`src/rtl/mem_port_arb_if.sv`:
```
// Signal bundle between the two requesters, the arbiter and the single-port memory.
// The slave modport is the arbiter's view; master is the surrounding system's view.
interface mem_port_arb_if #(
    parameter int WIDTH = 128,
    parameter int AW    = 6
);
    logic             req0;
    logic             req1;
    logic             lock0;
    logic             lock1;
    logic             we0;
    logic             we1;
    logic [AW-1:0]    addr0;
    logic [AW-1:0]    addr1;
    logic [WIDTH-1:0] din0;
    logic [WIDTH-1:0] din1;
    logic             gnt0;
    logic             gnt1;
    logic             rvalid0;
    logic             rvalid1;
    logic [WIDTH-1:0] rdata;
    logic             mem_we;
    logic [AW-1:0]    mem_addr;
    logic [WIDTH-1:0] mem_di;
    logic [WIDTH-1:0] mem_do;

    modport slave (
        input  req0, req1, lock0, lock1, we0, we1, addr0, addr1, din0, din1, mem_do,
        output gnt0, gnt1, rvalid0, rvalid1, rdata, mem_we, mem_addr, mem_di
    );

    modport master (
        output req0, req1, lock0, lock1, we0, we1, addr0, addr1, din0, din1, mem_do,
        input  gnt0, gnt1, rvalid0, rvalid1, rdata, mem_we, mem_addr, mem_di
    );
endinterface

```
`src/rtl/mem_port_arb.sv`:
```
// Two-requester arbiter for a single-port synchronous-read memory: round-robin on ties,
// zero-gap handover, hold-time preemption unless the owner locks, one-cycle read valid.
module mem_port_arb #(
    parameter int WIDTH   = 128,
    parameter int AW      = 6,
    parameter int MAXHOLD = 64
) (
    input  logic           clk,
    input  logic           rst_b,
    mem_port_arb_if.slave  bus
);
    typedef enum logic [1:0] {IDLE, OWN0, OWN1} state_t;

    localparam logic [7:0] HOLD_LIM = 8'(MAXHOLD - 1);

    state_t     state_q, state_d;
    logic       last_q, last_d;
    logic [7:0] hold_q, hold_d;
    logic       rvalid0_q, rvalid0_d;
    logic       rvalid1_q, rvalid1_d;
    logic       issue0, issue1;
    logic       hold_expired;

    always_ff @(posedge clk or posedge rst_b) begin
        if (rst_b) begin
            state_q   <= IDLE;
            last_q    <= 1'b1;
            hold_q    <= 8'd0;
            rvalid0_q <= 1'b0;
            rvalid1_q <= 1'b0;
        end else begin
            state_q   <= state_d;
            last_q    <= last_d;
            hold_q    <= hold_d;
            rvalid0_q <= rvalid0_d;
            rvalid1_q <= rvalid1_d;
        end
    end

    always_comb begin
        state_d      = state_q;
        last_d       = last_q;
        hold_d       = hold_q;
        issue0       = (state_q == OWN0) && bus.req0;
        issue1       = (state_q == OWN1) && bus.req1;
        hold_expired = (hold_q >= HOLD_LIM);

        case (state_q)
            IDLE: begin
                // last names the most recent owner, so a tie goes to the other one
                if (bus.req0 && bus.req1) state_d = last_q ? OWN0 : OWN1;
                else if (bus.req0)        state_d = OWN0;
                else if (bus.req1)        state_d = OWN1;
            end
            OWN0: begin
                if (!bus.req0)
                    state_d = bus.req1 ? OWN1 : IDLE;
                else if (hold_expired && !bus.lock0 && bus.req1)
                    state_d = OWN1;
                if (state_d != OWN0) last_d = 1'b0;
            end
            OWN1: begin
                if (!bus.req1)
                    state_d = bus.req0 ? OWN0 : IDLE;
                else if (hold_expired && !bus.lock1 && bus.req0)
                    state_d = OWN0;
                if (state_d != OWN1) last_d = 1'b1;
            end
            default: state_d = IDLE;
        endcase

        if (state_d != state_q)
            hold_d = 8'd0;
        else if (state_q != IDLE && hold_q != 8'd255)
            hold_d = hold_q + 8'd1;

        rvalid0_d = issue0 && !bus.we0;
        rvalid1_d = issue1 && !bus.we1;
    end

    // Memory drive is combinational from the owner so the access lands in the grant cycle.
    always_comb begin
        bus.mem_we   = 1'b0;
        bus.mem_addr = {AW{1'b0}};
        bus.mem_di   = {WIDTH{1'b0}};
        if (issue0) begin
            bus.mem_we   = bus.we0;
            bus.mem_addr = bus.addr0;
            bus.mem_di   = bus.din0;
        end else if (issue1) begin
            bus.mem_we   = bus.we1;
            bus.mem_addr = bus.addr1;
            bus.mem_di   = bus.din1;
        end
    end

    assign bus.gnt0    = (state_q == OWN0);
    assign bus.gnt1    = (state_q == OWN1);
    assign bus.rvalid0 = rvalid0_q;
    assign bus.rvalid1 = rvalid1_q;
    assign bus.rdata   = bus.mem_do;
endmodule

```
`src/flat_wrapper.sv`:
```
// flat-port wrapper written by rule: the top's interface ports become plain ports
module mem_port_arb_flat 
#(
    parameter int WIDTH   = 128,
    parameter int AW      = 6,
    parameter int MAXHOLD = 64
)
  (clk, rst_b, bus_req0, bus_req1, bus_lock0, bus_lock1, bus_we0, bus_we1, bus_addr0, bus_addr1, bus_din0, bus_din1, bus_mem_do, bus_gnt0, bus_gnt1, bus_rvalid0, bus_rvalid1, bus_rdata, bus_mem_we, bus_mem_addr, bus_mem_di);
  mem_port_arb_if #(.WIDTH(WIDTH), .AW(AW)) bus_i ();
  input  logic clk;
  input  logic rst_b;
  input wire logic [$bits(bus_i.req0)-1:0] bus_req0;
  input wire logic [$bits(bus_i.req1)-1:0] bus_req1;
  input wire logic [$bits(bus_i.lock0)-1:0] bus_lock0;
  input wire logic [$bits(bus_i.lock1)-1:0] bus_lock1;
  input wire logic [$bits(bus_i.we0)-1:0] bus_we0;
  input wire logic [$bits(bus_i.we1)-1:0] bus_we1;
  input wire logic [$bits(bus_i.addr0)-1:0] bus_addr0;
  input wire logic [$bits(bus_i.addr1)-1:0] bus_addr1;
  input wire logic [$bits(bus_i.din0)-1:0] bus_din0;
  input wire logic [$bits(bus_i.din1)-1:0] bus_din1;
  input wire logic [$bits(bus_i.mem_do)-1:0] bus_mem_do;
  output wire logic [$bits(bus_i.gnt0)-1:0] bus_gnt0;
  output wire logic [$bits(bus_i.gnt1)-1:0] bus_gnt1;
  output wire logic [$bits(bus_i.rvalid0)-1:0] bus_rvalid0;
  output wire logic [$bits(bus_i.rvalid1)-1:0] bus_rvalid1;
  output wire logic [$bits(bus_i.rdata)-1:0] bus_rdata;
  output wire logic [$bits(bus_i.mem_we)-1:0] bus_mem_we;
  output wire logic [$bits(bus_i.mem_addr)-1:0] bus_mem_addr;
  output wire logic [$bits(bus_i.mem_di)-1:0] bus_mem_di;
  assign bus_i.req0 = bus_req0;
  assign bus_i.req1 = bus_req1;
  assign bus_i.lock0 = bus_lock0;
  assign bus_i.lock1 = bus_lock1;
  assign bus_i.we0 = bus_we0;
  assign bus_i.we1 = bus_we1;
  assign bus_i.addr0 = bus_addr0;
  assign bus_i.addr1 = bus_addr1;
  assign bus_i.din0 = bus_din0;
  assign bus_i.din1 = bus_din1;
  assign bus_i.mem_do = bus_mem_do;
  assign bus_gnt0 = bus_i.gnt0;
  assign bus_gnt1 = bus_i.gnt1;
  assign bus_rvalid0 = bus_i.rvalid0;
  assign bus_rvalid1 = bus_i.rvalid1;
  assign bus_rdata = bus_i.rdata;
  assign bus_mem_we = bus_i.mem_we;
  assign bus_mem_addr = bus_i.mem_addr;
  assign bus_mem_di = bus_i.mem_di;
  mem_port_arb #(.WIDTH(WIDTH), .AW(AW), .MAXHOLD(MAXHOLD)) u_core (.clk(clk), .rst_b(rst_b), .bus(bus_i));
endmodule
```
`config.mk`:
```
export PLATFORM = sky130hd
export DESIGN_NAME = mem_port_arb_flat
export DESIGN_NICKNAME = d
export VERILOG_FILES = /design/src/rtl/mem_port_arb_if.sv /design/src/rtl/mem_port_arb.sv /design/src/flat_wrapper.sv
export SDC_FILE = /design/constraint.sdc
export NUM_CORES = 1
export LEC_CHECK = 0
export BUFFER_PORTS_ARGS = -buffer_cell sky130_fd_sc_hd__buf_2
export CAP_MARGIN = 10
export CORE_AREA = 4 4 256 258
export DETAILED_ROUTE_END_ITERATION = 10
export DIE_AREA = 0 0 260 262
export GPL_TIMING_DRIVEN = 0
export MAX_ROUTING_LAYER = met4
export PLACE_DENSITY = 0.3
export SKIP_LAST_GASP = 1
export SLEW_MARGIN = 5
export SYNTH_ARGS = -nofsm -noshare
export SYNTH_HDL_FRONTEND = slang
export SYNTH_SLANG_ARGS = --single-unit
```
`constraint.sdc`:
```
create_clock -name clk -period 3.9 [get_ports clk]
set_input_delay 0.39 -clock clk [delete_from_list [all_inputs] [get_ports clk]]
set_output_delay 0.39 -clock clk [all_outputs]
set_load 0.05 [all_outputs]
```
==> metrics.cfg <==
[floorplanning]
core_sq_um = 63000
die_w_um = 260
die_h_um = 262
ioPinCount = 671
placementRows = 92
initial_core_util = 0.0515
dieArea_sq_um = 68100

[power_and_ir_drop]
p_int_mw = 1.12
peakVddDrop_v = 0.000183
leakagePower_nw = 3.95
power.density_nw_per_um2 = 503
power_mw = 3.57
p_sw_mw = 2.44
clkPwrFrac = 0.058
p_sw_frac = 0.685
seqPwrFrac = 0.056
p_comb_frac = 0.886

[drt]
vias_per_cell = 3.00
drc = 0
wire_per_inst_um = 17.2
drt_iter0_markers = 114
ant_nets = 0
wl_um = 30900
num_vias = 5365
drtPass1Iterations = 4

[sta]
rsz0062_at_grt = no
fin_tns_setup_ns = 0
drv_slew = 0
finalClockSkew_ns = 0.00546
relSlewSlack = 0.579
setup_ws_ns = 0.346
worst_slew_pin_slew_ns = 0.631
setup_viol = 0
hold_slack_ns = 0.193
fin_crit_ns = 3.55
fmaxAchievable_ghz = 0.281
hold_viol_final = 0
period_share = 0.911

[place]
pre_cts_slack_ns = 0.189
place_hpwl_um = 28300
io_buffers = 541
gp_congestion = 0.865
dp.cells = 1786
place_area_sq_um = 7010

[worst_setup_path]
startpoint_type = flop
path_class = flop to output port
cp.arrival_ns = 3.16
r2r_start = u_core.state_q[1]$_DFF_PP0_
required_ns = 3.51
endpoint_kind = output port
crit_chain = inv_1 -> ha_1 -> nand2_1 -> nor2_4 -> buf_2 -> buf_2 -> a22o_1 -> buf_2
crit_fanout = 10
cpMaxStageDelayCell = dfrtp_1
startpoint = u_core.state_q[0]$_DFF_PP0_
crit_top_cell = buf_2
cpPeakStageDelay_ns = 0.47

[clock_tree]
cts_made_buffers = 3
clock-sinks = 13
clock_path_buffers = 2
cts_root_buf = clkbuf_16
ctsHoldBuffers = 0
cts.clk_slew.worst_paths_ns = 0.05
htree_levels = 1
cts_tree = yes
clkLatencyLatePin_ns = 0.25

[yosys]
syn-cell-area_sq_um = 3240
yosys-top-cells-area = a22o_1, buf_4, dfrtp_1
synth_top_area_frac = 0.365
ys_ff_latch = 13
yosys_warnings = 0
synth_edf_count = 0
ys_seq_area_frac = 0.101
ys_types = 49
async_flop_share = 1.00
synth.largest_area_cell = a22o_1
synth_ff_type = dfrtp_1
synthCells = 399
syn-num-nets = 808
synth_common_cells = a22o_1, buf_4, clkbuf_1
syn_avg_cell_area_sq_um = 8.12
yosysMostFrequentCell = a22o_1

[global_route]
use_met3 = 0.0332
grt_pass1_vias = 5465
gr-usage-met2 = 0.154
antenna_found_initial = 9
gr-total-overflow = 0
grt_busiest_layer = met2
grt_max_degree = 14
grtUsageTotal = 0.0793
met1_usage = 0.0716
grt_pass1_wl_um = 37600

[final_layout]
fin_util = 0.113
fin_cells = 1791
final_net_count = 1354
area_growth_pct = 119
fill_cells = 7414
final_area_sq_um = 7090
drive_above_1_share = 0.738

[min_path]
hold_path.class = input port to async pin

[status]
status = complete, no violations

[run]
maxCapViolations = 0

-- what timing repair did --
action	CTS	global route
resized for setup	1	0
setup endpoints to repair	21	0
setup buffers	0	0
-- per-layer routing --
layer	share of wire	wire length, um
met1	0.30	9350
met2	0.54	16700
met3	0.14	4170
met4	0.021	648
met5	0	0
-- registers in the layout (all words and copies together), names as in the netlist --
register	count
u_core.hold_q	8
u_core.bus.rvalid1	1
u_core.last_q	1
u_core.bus.rvalid0	1
u_core.state_q	2
-- power by group through the flow --
stage | Sequential (mW) | Clock, mW | Combinational [mW]
floorplan | 0.199 | 0 | 2.27
global placement | 0.201 | 0 | 3.25
CTS | 0.198 | 0.208 | 3.24
finish | 0.199 | 0.206 | 3.16
detailed placement | 0.200 | 0 | 3.23
global route | 0.204 | 0.212 | 3.37
-- logic make-up after synthesis --
kind of cell    Yosys count  share of synthesized area
fa+ha+maj                 5                     0.0193
compound gates          170                      0.436
xor+xnor                  1                    0.00270
flops                    13                      0.101
mux                       3                    0.00965
simple gates             42                     0.0845
buf+inv                 165                      0.347
-- critical path: cells and delay by family, from the launching register on --
kind                     cells  cell delay (ns)
buffers and inverters        4             1.28
AND/OR/NAND/NOR              2             0.64
flip-flops                   1             0.47
adder cells (fa/ha/maj)      1             0.25
AO/OA/AOI/OAI                1             0.25
-- layout make-up --
type                            count  area (sq um)  area share
Inverter                            6          22.5     0.00317
Antenna cell                        1          2.50    0.000353
Buffer                            159          1100       0.156
Timing Repair Buffer              541          2710       0.382
Tap cell                          846          1060       0.149
Sequential cell                    13           327      0.0460
Multi-Input combinational cell    221          1790       0.253
Clock buffer                        4          78.8      0.0111
-- cells in the final DEF (no fill, tap or decap), types with 2 or more instances in the layout --
cell       count
buf_2        553
a22o_1       135
buf_4        129
clkbuf_1      16
dfrtp_1       12
a21oi_1        9
nand2_1        8
nor2_1         8
o21ai_0        7
inv_1          6
ha_1           5
nand3_1        4
o211ai_1       3
clkbuf_16      3
nand2b_1       2
nand4b_1       2
o22ai_1        2
o2111ai_1      2
nor3_1         2
o21ai_1        2
nor2b_1        2
buf_1          2
mux2i_1        2
-- final timing paths --
kind                                                endpoint  slack [ns]  depth (start not counted)
worst max-delay path                          bus_mem_di[95]        0.35                          8
worst min-delay path            u_core.hold_q[7]$_DFFE_PP0P_        0.19                          2
worst max register to register  u_core.bus.rvalid0$_DFF_PP0_        1.34                          7
worst min register to register  u_core.hold_q[0]$_DFFE_PP0P_        0.61                          3
max in group asynchronous       u_core.hold_q[1]$_DFFE_PP0P_        3.33                          2
min in group clk                u_core.bus.rvalid1$_DFF_PP0_        0.31                          2
Power figures use the tool's default switching activity.
